==> src/rtl/div_pkg.sv <==
// ============================================================================
// Module   : div_pkg
// Brief    : Shared state encoding and helper function for seq_divider.
// Revision : 1.0 - initial release
// ============================================================================
`default_nettype none

package div_pkg;

   typedef enum logic [1:0] {
      IDLE  = 2'd0,
      RUN   = 2'd1,
      FIXUP = 2'd2,
      DONE  = 2'd3
   } state_t;

   // Smallest n with 2**n >= value; sizes the iteration counter.
   function automatic int clog2(input int value);
      int n;
      n = 0;
      for (int i = 0; i < 31; i++) begin
         if ((1 << i) < value) n = i + 1;
      end
      return n;
   endfunction

endpackage

`default_nettype wire

==> src/rtl/cla_subtractor.sv <==
// ============================================================================
// Module   : cla_subtractor
// Brief    : Block carry-lookahead A - B (A + ~B + 1); borrow = no carry out.
// Revision : 1.0 - initial release
// ============================================================================
`default_nettype none

module cla_subtractor
   import div_pkg::*;
#(
   parameter int WIDTH          = 9,
   parameter int BITS_PER_BLOCK = 4
) (
   input  logic [WIDTH-1:0] i_a,
   input  logic [WIDTH-1:0] i_b,
   output logic [WIDTH-1:0] o_diff,
   output logic             o_borrow
);

   localparam int NBLK = (WIDTH + BITS_PER_BLOCK - 1) / BITS_PER_BLOCK;
   localparam int NPAD = NBLK * BITS_PER_BLOCK;

   logic [NPAD-1:0] w_a;
   logic [NPAD-1:0] w_bn;
   logic [NPAD-1:0] w_g;
   logic [NPAD-1:0] w_p;
   logic [NPAD-1:0] w_sum;
   logic [NPAD:0]   w_c;
   logic            w_unused_pad;

   // Pad bits have g=p=0, so they never disturb the real carry chain.
   assign w_a  = NPAD'(i_a);
   assign w_bn = NPAD'(~i_b);
   assign w_g  = w_a & w_bn;
   assign w_p  = w_a ^ w_bn;

   always_comb begin
      logic blk_ci;
      logic grp_g;
      logic grp_p;
      w_c    = '0;
      blk_ci = 1'b1;
      grp_g  = 1'b0;
      grp_p  = 1'b1;
      for (int bk = 0; bk < NBLK; bk++) begin
         grp_g = 1'b0;
         grp_p = 1'b1;
         for (int j = 0; j < BITS_PER_BLOCK; j++) begin
            w_c[bk*BITS_PER_BLOCK+j] = grp_g | (grp_p & blk_ci);
            grp_g = w_g[bk*BITS_PER_BLOCK+j] | (w_p[bk*BITS_PER_BLOCK+j] & grp_g);
            grp_p = grp_p & w_p[bk*BITS_PER_BLOCK+j];
         end
         blk_ci = grp_g | (grp_p & blk_ci);
      end
      w_c[NPAD] = blk_ci;
   end

   assign w_sum        = w_p ^ w_c[NPAD-1:0];
   assign o_diff       = w_sum[WIDTH-1:0];
   assign o_borrow     = ~w_c[WIDTH];
   assign w_unused_pad = ^{w_sum, w_c};

endmodule

`default_nettype wire

==> src/rtl/seq_divider.sv <==
// ============================================================================
// Module   : seq_divider
// Brief    : Iterative radix-2 restoring divider, one quotient bit per cycle.
//            Macro DIVIDER_SIGNED_EN adds signed_op and a sign fix-up cycle.
// Revision : 1.0 - initial release
// ============================================================================
`default_nettype none

module seq_divider
   import div_pkg::*;
#(
   parameter int WIDTH          = 8,
   parameter int BITS_PER_BLOCK = 4
) (
   input  logic             clk,
   input  logic             rst,
   input  logic             start,
   input  logic [WIDTH-1:0] dividend,
   input  logic [WIDTH-1:0] divisor,
   output logic             ready,
   output logic             done,
   output logic [WIDTH-1:0] quotient,
   output logic [WIDTH-1:0] remainder,
   output logic             div_by_zero
`ifdef DIVIDER_SIGNED_EN
   ,
   input  logic             signed_op
`endif
);

   localparam int CNT_W = clog2(WIDTH);

   state_t           r_state;
   state_t           w_next;
   logic [CNT_W-1:0] r_cnt;
   logic [WIDTH-1:0] r_dvd;
   logic [WIDTH-1:0] r_rem;
   logic [WIDTH-1:0] r_dsr;
   logic [WIDTH-1:0] r_quo;
   logic [WIDTH-1:0] r_remo;
   logic             r_dz;
   logic             r_done;

   logic [WIDTH:0]   w_partial;
   logic [WIDTH:0]   w_diff;
   logic [WIDTH:0]   w_sel;
   logic             w_borrow;
   logic             w_qbit;
   logic             w_unused_msb;
   logic [WIDTH-1:0] w_rem_nx;
   logic [WIDTH-1:0] w_quo_nx;
   logic [WIDTH-1:0] w_dvd_mag;
   logic [WIDTH-1:0] w_dsr_mag;
   logic             w_fix;
   logic             w_neg_q;
   logic             w_neg_r;

`ifdef DIVIDER_SIGNED_EN
   logic r_sgn;
   logic r_neg_q;
   logic r_neg_r;
   logic w_sa;
   logic w_sb;

   assign w_sa      = signed_op & dividend[WIDTH-1];
   assign w_sb      = signed_op & divisor[WIDTH-1];
   assign w_dvd_mag = w_sa ? -dividend : dividend;
   assign w_dsr_mag = w_sb ? -divisor : divisor;

   always_ff @(posedge clk) begin
      if (rst) begin
         r_sgn   <= 1'b0;
         r_neg_q <= 1'b0;
         r_neg_r <= 1'b0;
      end else if (r_state == IDLE && start) begin
         r_sgn   <= signed_op;
         r_neg_q <= w_sa ^ w_sb;
         r_neg_r <= w_sa;
      end
   end

   assign w_fix   = r_sgn;
   assign w_neg_q = r_neg_q;
   assign w_neg_r = r_neg_r;
`else
   assign w_dvd_mag = dividend;
   assign w_dsr_mag = divisor;
   assign w_fix     = 1'b0;
   assign w_neg_q   = 1'b0;
   assign w_neg_r   = 1'b0;
`endif

   // Next dividend bit joins the partial remainder; keep it only if divisor fits.
   assign w_partial = {r_rem, r_dvd[WIDTH-1]};

   cla_subtractor #(
      .WIDTH          (WIDTH + 1),
      .BITS_PER_BLOCK (BITS_PER_BLOCK)
   ) u_sub (
      .i_a      (w_partial),
      .i_b      ({1'b0, r_dsr}),
      .o_diff   (w_diff),
      .o_borrow (w_borrow)
   );

   assign w_qbit       = ~w_borrow;
   assign w_sel        = w_borrow ? w_partial : w_diff;
   assign w_rem_nx     = w_sel[WIDTH-1:0];
   assign w_unused_msb = w_sel[WIDTH];
   assign w_quo_nx     = {r_dvd[WIDTH-2:0], w_qbit};

   always_ff @(posedge clk) begin
      if (rst) r_state <= IDLE;
      else     r_state <= w_next;
   end

   always_comb begin
      w_next = r_state;
      case (r_state)
         IDLE:    if (start) w_next = (divisor == '0) ? DONE : RUN;
         RUN:     if (r_cnt == '0) w_next = w_fix ? FIXUP : DONE;
         FIXUP:   w_next = DONE;
         DONE:    w_next = IDLE;
         default: w_next = IDLE;
      endcase
   end

   always_ff @(posedge clk) begin
      if (rst) begin
         r_cnt  <= '0;
         r_dvd  <= '0;
         r_rem  <= '0;
         r_dsr  <= '0;
         r_quo  <= '0;
         r_remo <= '0;
         r_dz   <= 1'b0;
         r_done <= 1'b0;
      end else begin
         r_done <= 1'b0;
         case (r_state)
            IDLE: begin
               if (start) begin
                  r_dvd <= w_dvd_mag;
                  r_dsr <= w_dsr_mag;
                  r_rem <= '0;
                  r_cnt <= CNT_W'(WIDTH - 1);
                  if (divisor == '0) begin
                     r_quo  <= '1;
                     r_remo <= dividend;
                     r_dz   <= 1'b1;
                     r_done <= 1'b1;
                  end
               end
            end
            RUN: begin
               r_rem <= w_rem_nx;
               r_dvd <= w_quo_nx;
               r_cnt <= r_cnt - CNT_W'(1);
               if (r_cnt == '0 && !w_fix) begin
                  r_quo  <= w_quo_nx;
                  r_remo <= w_rem_nx;
                  r_dz   <= 1'b0;
                  r_done <= 1'b1;
               end
            end
            FIXUP: begin
               r_quo  <= w_neg_q ? -r_dvd : r_dvd;
               r_remo <= w_neg_r ? -r_rem : r_rem;
               r_dz   <= 1'b0;
               r_done <= 1'b1;
            end
            default: ;
         endcase
      end
   end

   assign ready       = (r_state == IDLE);
   assign done        = r_done;
   assign quotient    = r_quo;
   assign remainder   = r_remo;
   assign div_by_zero = r_dz;

endmodule

`default_nettype wire

==> config.mk <==
export PLATFORM = sky130hd
export DESIGN_NAME = seq_divider
export DESIGN_NICKNAME = d
export VERILOG_FILES = /design/src/rtl/div_pkg.sv /design/src/rtl/cla_subtractor.sv /design/src/rtl/seq_divider.sv
export SDC_FILE = /design/constraint.sdc
export NUM_CORES = 1
export LEC_CHECK = 0
export ABC_AREA = 1
export CAP_MARGIN = 20
export CORE_MARGIN = 2
export CORE_UTILIZATION = 55
export CTS_CLUSTER_SIZE = 24
export DETAILED_ROUTE_END_ITERATION = 6
export HOLD_SLACK_MARGIN = 0.15
export PLACE_DENSITY = 0.8
export SKIP_LAST_GASP = 1
export SLEW_MARGIN = 20
export SYNTH_ARGS = -nofsm -noshare
export SYNTH_HDL_FRONTEND = slang
export SYNTH_HIERARCHICAL = 1
export SYNTH_SLANG_ARGS = --single-unit
==> constraint.sdc <==
create_clock -name clk -period 3.2 [get_ports clk]
set_input_delay 0.96 -clock clk [delete_from_list [all_inputs] [get_ports clk]]
set_output_delay 0.96 -clock clk [all_outputs]
set_load 0.02 [all_outputs]
==> results of run 1 <==
[area by class of cell]
type,count,area [µm²]
Tap cell,70,87.6
Inverter,62,233
Timing Repair Buffer,42,420
Clock inverter,3,46.3
Sequential cell,47,941
Fill cell,474,1670
Multi-Input combinational cell,292,1540
Clock buffer,5,68.8
[sequential cells by signal, summed over array words and instances (netlist names)]
name / count
r_dvd: 8
div_by_zero: 1
r_rem: 8
r_state: 2
r_dsr: 8
remainder: 8
quotient: 8
r_cnt: 3
done: 1
[power groups by stage]
stage / logic (µW) / registers (µW) / clock network [µW]
after floorplan: 1830 / 1080 / 0
after global placement: 2420 / 987 / 0
after detailed placement: 2480 / 995 / 0
after CTS: 2500 / 984 / 462
after global routing: 2840 / 1010 / 482
final: 2500 / 984 / 455
[path summary, 6_finish.rpt]
path / end
worst max-delay path: ready
worst min-delay path: remainder[6]$_SDFFE_PP0P_
worst max register to register: remainder[1]$_SDFFE_PP0P_
worst min register to register: remainder[6]$_SDFFE_PP0P_
[stage by stage]
stage	power [µW]	std cells	hold WS (ps)
floorplan	2910	417	445
global placement	3410	513	463
detailed placement	3470	513	469
CTS	3940	521	492
global route	4340	521	503
finish	3940	521	488
[worst register-to-register path, delay by kind of cell (launching register included)]
family / cells / cell delay (ps)
compound gates: 1 / 80
simple gates: 13 / 950
flops: 1 / 340
buf+inv: 2 / 250
fa+ha+maj: 2 / 720
[routing by layer]
| layer | share of wire (%) | wire (µm) |
|---|---|---|
| met1 | 45 | 2770 |
| met2 | 48 | 2970 |
| met4 | 2.1 | 131 |
| met3 | 4.7 | 288 |
| met5 | 0 | 0 |
==> results.md, run 1 <==
* Pin count of the biggest net entering global routing at 34
* Sw power at 1900 µW
* CORE AREA at 5010 µm²
* Reg2reg start: r_dsr[1]$_SDFFE_PP0P_
* Antenna violations before repair at 0
* GRT Total Usage at 22.8%
* Avg Cell Area, Syn at 6.75 µm²
* DR pass1 iterations at 5
* Mapped cell area at 2810 µm²
* DRC violations left at 0
* F_max at 366 MHz
* Crit path depth at 3
* Area of the die at 5700 µm²
* Ports at 38
* First-pass GRT wire length at 9980 µm
* Logic pwr share at 63.5%
* Commonest non-fill, non-tap cell in the layout: nand2_1
* GRT met2 Usage at 38.1%
* Nets at 487
* Setup crit start: r_state[1]$_SDFFE_PP0P_
* Grt ovf at 0
* Switch share at 48.2%
* RSZ-0062 raised after global routing: false
* Max-cap violation count at 0
* Die Y-Extent at 75.5 µm
* Commonest cells after routing, fill and taps aside: nand2_1, inv_1, nor2_1, dfxtp_1, clkdlybuf4s50_1
* CTS tree: built
* Actual slew at the worst max-slew pin at 727 ps
* Post-route setup slack at 470 ps
* Sink Count at 47
* Fin util at 66.6%
* Avg Vias per Cell at 5.09
* Maximum vdd ir drop at 0.963 mV
* FF-to-FF path depth at 18
* Standard-cell rows at 26
* Clock Skew at 8.79 ps
* Required time worst endpoint at 2240 ps
* Max-slew violation count at 0
* CTS resizes at 0
* Final hold viol count at 0
* Worst Path Buf+Inv at 2
* Syn nets at 454
* Power Density at 1180 nW/µm²
* GRT met3 Usage at 4.23%
* Pleak at 0.00155 µW
* Arr. time, crit path at 1770 ps
* Status: completed
* Flop pwr share at 25.0%
* Crit Path Class: reg -> out
* Yosys warning total at 6
* Reg2Reg Setup Slack at 750 ps
* Count of buffers from port buffering at 37
* Num CTS Buffers at 5
* DP Worst Slack at 555 ps
* Vias in the first global route at 2,300
* Critical Path, Cell by Cell: inv_1, ha_1, clkdlybuf4s50_1
* Tmin final at 2730 ps
* Crit share post-route at 85.3%
* Post-DRT Antenna Nets at 0
* Pint at 2040 µW
* Vias at 2,650
* Die span in x at 75.5 µm
* Setup TNS at 0 ps
* Post-CTS Setup Repair Bufs at 0
* Clock latency on the worst-skew pair at 310 ps
* CP endpoint kind: primary output
* Finished Cell Area at 3340 µm²
* Area after DPL at 3220 µm²
* Clock share of power at 11.6%
* Routed len/inst at 11.8 µm
* H-tree level count at 2
* Reg clk slew, reported paths at 90 ps
* Hold_sp: remainder[6]$_SDFFE_PP0P_
* Crit Path Max Fanout at 6
* # setup viols final at 0
* RePlAce Congestion at 0.791
* CTS Hold Bufs at 0
* Aggregate routed wire length at 6160 µm
* GRT busiest layer: met2
* Slew HR at 51.5%
* Antenna cells at 0
* Initial Utilization at 56.1%
* Share of layout cells above drive strength 1 at 7.10%
* Worst setup SP type: flop
* CTS Buffer Depth at 2
* Post-synthesis cell count at 417
* Clk root buf: clkbuf_8
* DPL Wire Length at 4460 µm
* Min-delay worst type: reg -> reg
* CP top delay family: buffers and inverters
* Hold Path Depth at 2
* Initial DRC Count at 184
* Area delta synth->final at 18.6%
* Delay of the slowest cell on the worst path at 680 ps
* GRT met1 Usage at 28.9%
* Crit path max-delay cell type: clkdlybuf4s50_1
No activity file was read; power rests on OpenSTA's default activity.
==> inputs of run 2 (changes only) <==
--- a/config.mk
+++ b/config.mk
@@ -7,7 +7,7 @@
 export LEC_CHECK = 0
 export ABC_AREA = 1
 export CAP_MARGIN = 20
-export CORE_MARGIN = 2
+export CORE_MARGIN = 3
 export CORE_UTILIZATION = 55
 export CTS_CLUSTER_SIZE = 24
 export DETAILED_ROUTE_END_ITERATION = 6
==> results.md, run 2 (synthesis results as in run 1) <==
* Status: completed
* # setup viols final at 0
* Actual slew at the worst max-slew pin at 626 ps
* Reg2reg start: r_dsr[1]$_SDFFE_PP0P_
* CTS Buffer Depth at 2
* Clock latency on the worst-skew pair at 300 ps
* GRT Total Usage at 22.1%
* H-tree level count at 2
* Crit path max-delay cell type: clkdlybuf4s50_1
* Area delta synth->final at 17.1%
* Post-DRT Antenna Nets at 0
* Power Density at 1160 nW/µm²
* Required time worst endpoint at 2240 ps
* First-pass GRT wire length at 10,900 µm
* Initial Utilization at 58.4%
* F_max at 374 MHz
* Nets at 488
* Area of the die at 6010 µm²
* Crit share post-route at 83.5%
* Worst setup path endpoint: ready
* Worst Path Buf+Inv at 2
* Clock Skew at 4.54 ps
* Crit path depth at 3
* RePlAce Congestion at 0.832
* CP top delay family: buffers and inverters
* Commonest non-fill, non-tap cell in the layout: nand2_1
* Vias in the first global route at 2,503
* Routed len/inst at 11.8 µm
* Hold_sp: r_dsr[7]$_SDFFE_PP0P_
* Max-cap violation count at 0
* Delay of the slowest cell on the worst path at 650 ps
* Pleak at 0.00154 µW
* WHS at 486 ps
* Commonest cells after routing, fill and taps aside: nand2_1, inv_1, nor2_1, dfxtp_1, clkdlybuf4s50_1
* Reg clk slew, reported paths at 80 ps
* CTS tree: built
* CTS Hold Bufs at 0
* Aggregate routed wire length at 6120 µm
* Sink Count at 47
* Post-CTS Setup Repair Bufs at 0
* Tmin final at 2670 ps
* Clk root buf: clkbuf_8
* Antenna violations before repair at 0
* Die span in x at 77.5 µm
* Vias at 2,652
* Fill count at 467
* Share of layout cells above drive strength 1 at 6.86%
* DR pass1 iterations at 4
* Grt ovf at 0
* Count of buffers from port buffering at 37
* Power Total at 3820 µW
* CP endpoint kind: primary output
* Setup crit start: r_state[1]$_SDFFE_PP0P_
* DPL Wire Length at 4640 µm
* Worst setup SP type: flop
* Min-delay worst type: reg -> reg
* CORE AREA at 4820 µm²
* CTS resizes at 0
* Area after DPL at 3210 µm²
* Initial DRC Count at 246
* Reg2reg end: remainder[6]$_SDFFE_PP0P_
* Num CTS Buffers at 5
* Avg Vias per Cell at 5.11
* Max-slew violation count at 0
* Arr. time, crit path at 1710 ps
* FF-to-FF path depth at 18
* Ports at 38
* Pin count of the biggest net entering global routing at 21
* Crit Path Max Fanout at 6
* Antenna cells at 0
* Slew HR at 58.3%
* Finished Cell Area at 3290 µm²
* Standard-cell rows at 25
* Reg2Reg Setup Slack at 760 ps
* Post-route setup slack at 528 ps
* Maximum vdd ir drop at 0.794 mV
* Crit Path Class: reg -> out
* RSZ-0062 raised after global routing: false
* Critical Path, Cell by Cell: inv_1, ha_1, clkdlybuf4s50_1
* Final hold viol count at 0
* Setup TNS at 0 ps
* DP Worst Slack at 667 ps
* Die Y-Extent at 77.5 µm
* DRC violations left at 0
==> run 2: cell count changes in the layout (fill, tap and decap cells not counted) <==
cell | before | now
buf_4 | 4 | 6
clkbuf_1 | 0 | 2
buf_12 | 1 | 0
bufinv_16 | 1 | 0
clkinv_2 | 0 | 1
clkinvlp_4 | 1 | 0
inv_6 | 1 | 0
==> run 2: layer usage <==
layer / part of all wire [%] / wire length, µm / vias up / global-route usage [%]
met2: 50 / 3030 / 61 / 37.9
met4: 2.0 / 121 / 0 / 7.83
li1: - / - / 1376 / -
met3: 3.9 / 240 / 15 / 3.60
met5: 0 / 0 / - / 0
met1: 45 / 2730 / 1200 / 27.8
==> run 2: layout make-up <==
cell class	instances	area, µm²	share of cell area, %
Clock inverter	1	5.00	0.152
Multi-Input combinational cell	292	1540	46.8
Inverter	62	233	7.06
Sequential cell	47	941	28.6
Clock buffer	7	76.3	2.32
Timing Repair Buffer	43	415	12.6
Tap cell	67	83.8	2.54
==> run 2: worst min-delay path by stage <==
| stage | end | depth (start not counted) |
|---|---|---|
| floorplan | r_dvd[6]$_SDFFE_PP0P_ | 2 |
| global placement | r_dsr[5]$_SDFFE_PP0P_ | 2 |
| detailed placement | r_dvd[6]$_SDFFE_PP0P_ | 2 |
| CTS | r_dvd[6]$_SDFFE_PP0P_ | 2 |
| global route | r_dvd[6]$_SDFFE_PP0P_ | 2 |
| finish | r_dsr[7]$_SDFFE_PP0P_ | 2 |
==> run 2: through the flow <==
step / utilization [%] / std cells
after global placement: 66.7 / 511
after CTS: 68.4 / 519
final: 68.4 / 519
after floorplan: - / 417
after detailed placement: 66.7 / 511
after global routing: 68.4 / 519
==> run 2: worst reg2reg max path, cell delays in order, from the launching register on <==
cell	delay, ps
dfxtp_1	330
inv_1	40
ha_1	340
nand2_1	80
nand2_1	80
nand2_1	60
nand3_2	80
nand2_2	70
nand2_4	90
a21oi_1	80
fa_1	410
inv_1	200
nand2_1	70
nand3_1	110
nand2_1	60
nand2_1	70
nand3_1	70
nand2_1	80
nor2_1	40
==> run 2: power breakdown <==
part / switching (µW) / internal [µW]
logic: 1510 / 978
clock network: 194 / 154
registers: 162 / 823
